**src/rtl/alu_core.sv**
```systemverilog
// rtl/alu_core.sv - 32-bit registered ALU with ARM-style NZCV flags
module alu_core (
  input  logic        clk,
  input  logic        rst,
  input  logic [31:0] a,
  input  logic [31:0] b,
  input  logic [2:0]  ALUControl,
  output logic [31:0] Result,
  output logic [3:0]  ALUFlag
);

  typedef enum logic [2:0] {
    OP_ADD = 3'b000,
    OP_SUB = 3'b001,
    OP_AND = 3'b010,
    OP_ORR = 3'b011,
    OP_EOR = 3'b100,
    OP_BIC = 3'b101,
    OP_MUL = 3'b110,
    OP_MOV = 3'b111
  } alu_op_e;

  alu_op_e     op;
  logic        is_sub;
  logic [31:0] b_eff;
  logic [32:0] sum;
  logic [31:0] prod;
  logic [31:0] res_d;
  logic        carry_d;
  logic        ovf_d;
  logic [3:0]  flag_d;

  assign op = alu_op_e'(ALUControl);

  // SUB shares the adder: a + ~b + 1, so carry-out means "no borrow".
  assign is_sub = (op == OP_SUB);
  assign b_eff  = is_sub ? ~b : b;
  assign sum    = {1'b0, a} + {1'b0, b_eff} + {32'd0, is_sub};
  assign prod   = a * b;

  always_comb begin
    res_d   = 32'd0;
    carry_d = 1'b0;
    ovf_d   = 1'b0;
    unique case (op)
      OP_ADD, OP_SUB: begin
        res_d   = sum[31:0];
        carry_d = sum[32];
        ovf_d   = (a[31] == b_eff[31]) && (sum[31] != a[31]);
      end
      OP_AND: res_d = a & b;
      OP_ORR: res_d = a | b;
      OP_EOR: res_d = a ^ b;
      OP_BIC: res_d = a & ~b;
      OP_MUL: res_d = prod;
      OP_MOV: res_d = b;
      default: res_d = 32'd0;
    endcase
  end

  assign flag_d = {res_d[31], (res_d == 32'd0), carry_d, ovf_d};

  always_ff @(posedge clk) begin
    if (rst) begin
      Result  <= 32'd0;
      ALUFlag <= 4'b0000;
    end else begin
      Result  <= res_d;
      ALUFlag <= flag_d;
    end
  end

endmodule

```
**config.mk**
```make
export PLATFORM = sky130hd
export DESIGN_NAME = alu_core
export DESIGN_NICKNAME = d
export VERILOG_FILES = /design/src/rtl/alu_core.sv
export SDC_FILE = /design/constraint.sdc
export NUM_CORES = 1
export LEC_CHECK = 0
export ABC_AREA = 1
export CORE_MARGIN = 2
export CORE_UTILIZATION = 55
export DETAILED_ROUTE_END_ITERATION = 10
export GPL_TIMING_DRIVEN = 0
export HOLD_SLACK_MARGIN = 0.15
export PLACE_DENSITY = 0.75
export SLEW_MARGIN = 20
export SYNTH_ARGS = -nofsm -noshare
export SYNTH_HDL_FRONTEND = slang
export SYNTH_SLANG_ARGS = --single-unit
```
**constraint.sdc**
```tcl
create_clock -name clk -period 8.1 [get_ports clk]
set_input_delay 0.81 -clock clk [delete_from_list [all_inputs] [get_ports clk]]
set_output_delay 0.81 -clock clk [all_outputs]
set_load 0.005 [all_outputs]
```
==> results of run 1 <==
-- kinds of logic (layout without fill, tap and decap cells) --
kind of cell	after synthesis	in the layout	share of synthesized area [%]
AO/OA/AOI/OAI	256	256	6.76
XOR/XNOR	107	107	4.31
buffers and inverters	1025	1143	17.8
flip-flops	35	35	3.17
adder cells (fa/ha/maj)	611	611	48.5
AND/OR/NAND/NOR	1056	1056	19.4
other	0	4	0
-- per-stage QoR --
| step | instances | util [%] | hold WS, ns | setup WS (ns) |
|---|---|---|---|---|
| global route | 3733 | 62.2 | 1.17 | -0.0414 |
| detailed placement | 3713 | 59.9 | 1.42 | -1.99 |
| finish | 3737 | 62.3 | 1.12 | 0.151 |
| global placement | 3713 | 59.8 | 1.40 | -2.29 |
| CTS | 3725 | 61.3 | 1.12 | -0.0702 |
| floorplan | 3090 | - | 0.978 | 0.807 |
-- routing by layer --
metal	routed length, µm	track usage [%]	up-vias
met4	5780	23.8	6
met2	37100	66.2	1124
met5	39	0	-
met1	33000	53.2	10000
met3	9040	9.30	248
li1	-	-	9189
-- state kept, by name, summed over array words and instances (netlist names) --
name / count
Result: 32
ALUFlag: 3
-- area by class of cell --
cell class | instances | area (µm²)
diodes | 4 | 10.0
plain buffers | 135 | 1100
clock buffers | 7 | 133
clock inverters | 1 | 5.00
fillers | 3646 | 15000
inverters | 888 | 3330
multi-input cells | 2030 | 17700
flip-flops and latches | 35 | 701
well taps | 525 | 657
repair buffers | 112 | 1070
-- critical path: cells and delay by family --
| kind | cells | cell delay [ns] |
|---|---|---|
| buffers and inverters | 8 | 1.12 |
| AOI/OAI and AO/OA | 7 | 1.16 |
| adders and majority gates | 9 | 4.23 |
| and+or+nand+nor | 5 | 0.61 |
| xor gates and xnor gates | 1 | 0.20 |
-- repair_timing --
| action | 4_1_cts | 5_1_grt |
|---|---|---|
| cloned | 0 | 0 |
| buffers inserted | 5 | 9 |
| pin swaps | 3 | 16 |
| resized for setup | 194 | 194 |
| endpoints found under the setup margin | 20 | 7 |
-- how the worst max path moves through the flow --
| stage | end | slack [ns] | cells past startpoint |
|---|---|---|---|
| 6_report | ALUFlag[2]$_SDFF_PP0_ | 0.15 | 30 |
| 5_1_grt | ALUFlag[2]$_SDFF_PP0_ | -0.04 | 27 |
| 4_1_cts | ALUFlag[2]$_SDFF_PP0_ | -0.07 | 28 |
| 3_5_place_dp | ALUFlag[2]$_SDFF_PP0_ | -1.99 | 30 |
| 3_3_place_gp | ALUFlag[2]$_SDFF_PP0_ | -2.29 | 32 |
| 2_1_floorplan | ALUFlag[2]$_SDFF_PP0_ | 0.81 | 29 |
-- placed cells by master (no fill, tap or decap), types with 6 or more instances in the layout --
| cell type | instances |
|---|---|
| xnor2_1 | 25 |
| clkbuf_2 | 22 |
| clkbuf_1 | 12 |
| nor2_2 | 8 |
| dlymetal6s2s_1 | 16 |
| clkbuf_16 | 6 |
| clkbuf_4 | 17 |
| fa_2 | 7 |
| fa_1 | 402 |
| inv_1 | 879 |
| a311oi_1 | 10 |
| buf_2 | 29 |
| inv_2 | 8 |
| o21ai_2 | 7 |
| nand4_1 | 17 |
| a21oi_2 | 8 |
| xor2_1 | 77 |
| a21oi_1 | 94 |
| o21ai_1 | 10 |
| dfxtp_1 | 35 |
| nor3_1 | 15 |
| nand2_2 | 18 |
| nand2_1 | 788 |
| clkbuf_8 | 10 |
| nor2_1 | 100 |
| nand3_1 | 79 |
| buf_6 | 26 |
| o21ai_0 | 68 |
| buf_4 | 34 |
| a21o_1 | 9 |
| clkdlybuf4s15_2 | 6 |
| ha_1 | 196 |
| clkdlybuf4s50_1 | 63 |
| o22ai_1 | 7 |
| a31oi_1 | 8 |
==> metrics.md, run 1 <==
| Metric | Value |
|---|---|
| Run status | `completed` |
| Hold Crit Start | `ALUControl[0]` |
| CP max-delay cell | `fa_1` |
| Post-Synthesis Cells | `3090` |
| Via count of the first global-routing pass | `21.4k` |
| Minimum clock period after layout | `7.95 ns` |
| CTS Root Cell | `clkbuf_16` |
| GR Util All Layers | `41.9%` |
| Final Cycle Share | `98.1%` |
| Syn Std Cell Area | `22100 µm²` |
| HPWL after detailed placement | `69100 µm` |
| First-pass GRT wire length | `128000 µm` |
| Drt first pass iters | `6` |
| IO Port Bufs | `98` |
| Top Ports | `105` |
| DRT antenna net count | `0` |
| CP arrival | `8.18 ns` |
| Final setup fails | `0` |
| Clk slew on worst S/H paths | `0.06 ns` |
| Most frequent cell after synthesis | `inv_1` |
| Via density | `5.51` |
| FFs w/ async S/R, synth | `0%` |
| Final WL | `85000 µm` |
| Hold_buf cts | `0` |
| Final nets | `3887` |
| Final Hold Vio Count | `0` |
| Register area share after synthesis | `3.17%` |
| Initial antenna violation count | `6` |
| # Max-Cap Violations | `0` |
| WHS Path Cells | `5` |
| Grt ovf | `0` |
| Crit path launch type | `primary input` |
| Worst Path Required | `8.33 ns` |
| Least-Margin Pin Slew | `0.809 ns` |
| CTS Sinks | `35` |
| Final Instance Area | `24700 µm²` |
| Initial Util | `55.7%` |
| #FFs+latches synth | `35` |
| Die area | `41800 µm²` |
| WL/cell | `22.7 µm` |
| DP Area | `23700 µm²` |
| Share of cells above drive strength 1 | `7.76%` |
| Dominant synthesized flop cell | `dfxtp_1` |
| Die width | `204 µm` |
| Largest net degree at the start of global routing | `20` |
| Setup CP Type | `in -> reg` |
| Largest stage delay, worst path | `0.56 ns` |
| Synth top cells by count | `inv_1 (879), nand2_1 (791), fa_1 (409)` |
| DRT iter0 DRCs | `1833` |
| Area leader, netlist | `fa_1` |
| P&R area growth vs syn | `11.8%` |
| Post-synth EDFFs | `0` |
| Die H | `204 µm` |
| Core area | `39600 µm²` |
| Crit-path most repeated cell | `fa_1` |
| Crit path from | `b[4]` |
| WHS Endpoint | `Result[0]$_SDFF_PP0_` |
| CP Capture Type | `register` |
| Top-area cell type share of the netlist area | `37.1%` |
| Ys Warns | `0` |
| Residual DRC | `0` |
| Post-route setup TNS | `0 ns` |
| Synth unique cells | `59` |
| Syn_area_per_cell | `7.15 µm²` |
| Worst Hold Class | `in -> reg` |
| Max clock buf depth | `2` |
| Ranking of synthesized cells by area | `fa_1 (37%), inv_1 (15%), nand2_1 (13%), ha_1 (11%), dfxtp_1 (3.2%)` |
| Via count | `20.6k` |
| CTS tree | `done` |
| GPL Wtd Cong | `0.970` |
| Worst-path maximum fanout | `10` |
| Pins Over Slew Limit | `0` |
| Maximum clock rate | `0.126 GHz` |
| Mapped Nets | `3770` |
| H-tree depth | `2` |
| Relative max-transition margin | `46.0%` |
| CTS buffer count | `5` |
| Rows | `73` |
Power of run 1 is not shown: default switching activity piles up to over one toggle a cycle in this logic, so the estimate is an artifact.
==> inputs of run 2 (changes only) <==
Settings changed: GPL_TIMING_DRIVEN 0 to 1.
==> metrics.md, run 2 (synthesis results as in run 1) <==
| Metric | Value |
|---|---|
| Share of cells above drive strength 1 | `5.29%` |
| Final Instance Area | `24400 µm²` |
| M3 GR Usage | `5.99%` |
| DRT antenna net count | `0` |
| Drt first pass iters | `6` |
| Top Ports | `105` |
| Setup WS post-layout | `0.351 ns` |
| Worst slack, placed | `0.101 ns` |
| Final setup fails | `0` |
| Met2 usage | `54.2%` |
| Final Hold Vio Count | `0` |
| GR peak layer | `met2` |
| Crit-path most repeated cell | `fa_1` |
| Hold_buf cts | `0` |
| First-pass GRT wire length | `109000 µm` |
| Max reg flops | `32` |
| GPL Wtd Cong | `0.979` |
| Final nets | `3853` |
| Relative max-transition margin | `31.9%` |
| Largest net degree at the start of global routing | `36` |
| Minimum clock period after layout | `7.75 ns` |
| Worst-path maximum fanout | `11` |
| Initial Util | `55.7%` |
| Post-route setup TNS | `0 ns` |
| DP Area | `24300 µm²` |
| CP arrival | `7.98 ns` |
| Post-CTS Setup Inserts | `0` |
| Final Cycle Share | `95.7%` |
| CTS tree | `done` |
| Residual DRC | `0` |
| H-tree depth | `2` |
| Setup CP Type | `in -> reg` |
| Maximum clock rate | `0.129 GHz` |
| Most frequent cells in the layout | `inv_1 (879), nand2_1 (791), fa_1 (409)` |
| Finished Layout Cells | `3700` |
| Worst Path Required | `8.33 ns` |
| GR Util All Layers | `33.7%` |
| Least-Margin Pin Slew | `1.02 ns` |
| CTS Root Cell | `clkbuf_16` |
| Die area | `41800 µm²` |
| Core area | `39600 µm²` |
| Die width | `204 µm` |
| Initial antenna violation count | `3` |
| DRT iter0 DRCs | `1774` |
| CP Capture Type | `register` |
| Die H | `204 µm` |
| Critical path's top delay family | `adder cells` |
| # Max-Cap Violations | `0` |
| Clk slew on worst S/H paths | `0.06 ns` |
| Crit path launch type | `primary input` |
| Pins Over Slew Limit | `0` |
| Via count | `19.7k` |
| CP max-delay cell | `clkdlybuf4s50_1` |
| IO Port Bufs | `104` |
| Worst Hold Class | `in -> reg` |
| P&R area growth vs syn | `10.7%` |
| HPWL after detailed placement | `57100 µm` |
| Largest stage delay, worst path | `0.72 ns` |
| Run status | `completed` |
| Buffers plus inverters on the worst setup path | `5` |
| WL/cell | `18.1 µm` |
| Via count of the first global-routing pass | `20.6k` |
| Final WL | `67000 µm` |
| CTS Sinks | `35` |
| Most common cell after layout, fill and taps aside | `inv_1` |
| CTS buffer count | `5` |
| RSZ-0062 raised after global routing | `no` |
| Regs by FF count | `Result: 32 flops, ALUFlag: 3 flops` |
| GR Layer Usage met1 | `47.1%` |
| Placed cell count | `3690` |
| Rows | `73` |
| Biggest register | `Result` |
| Max clock buf depth | `2` |
| Via density | `5.33` |
| Grt ovf | `0` |
run 2: cell count changes in the layout (fill, tap and decap cells not counted), sizes merged:
cell / previous run / this run
clkbuf: 67 / 6
clkdlybuf4s50: 63 / 102
dlymetal6s2s: 16 / 2
buf: 101 / 109
clkdlybuf4s15: 6 / 0
diode: 4 / 1
clkinvlp: 0 / 1
dlygate4sd2: 1 / 0
run 2: worst paths after layout:
path / startpoint / end / slack (ns) / cells after the start
worst max-delay path: b[6] / ALUFlag[2]$_SDFF_PP0_ / 0.35 / 26
worst min-delay path: a[31] / ALUFlag[0]$_SDFF_PP0_ / 1.30 / 3
run 2: area by class of cell:
cell class,instances,area [µm²]
Multi-Input combinational cell,2030,17500
Fill cell,3596,15200
Antenna cell,1,2.50
Timing Repair Buffer,213,2150
Clock buffer,6,129
Tap cell,525,657
Inverter,888,3330
Sequential cell,35,701
Clock inverter,2,12.5
run 2: through the flow:
step / hold slack (ns) / utilization, %
2_1_floorplan: 0.978 / -
3_3_place_gp: 1.52 / 61.2
3_5_place_dp: 1.51 / 61.2
4_1_cts: 1.28 / 61.6
5_1_grt: 1.31 / 61.7
6_report: 1.30 / 61.7
run 2: timing repair:
action,in CTS,in global routing
gates resized for setup,0,3
endpoints found under the setup margin,0,2
endpoints found under the hold margin,0,0
run 2: layer usage:
metal | wire length [µm] | share of wire (%)
met1 | 28400 | 42
met2 | 30200 | 45
met3 | 6730 | 10
met4 | 1650 | 2.5
met5 | 41 | 0.061
Power of run 2 is left out for the same reason.
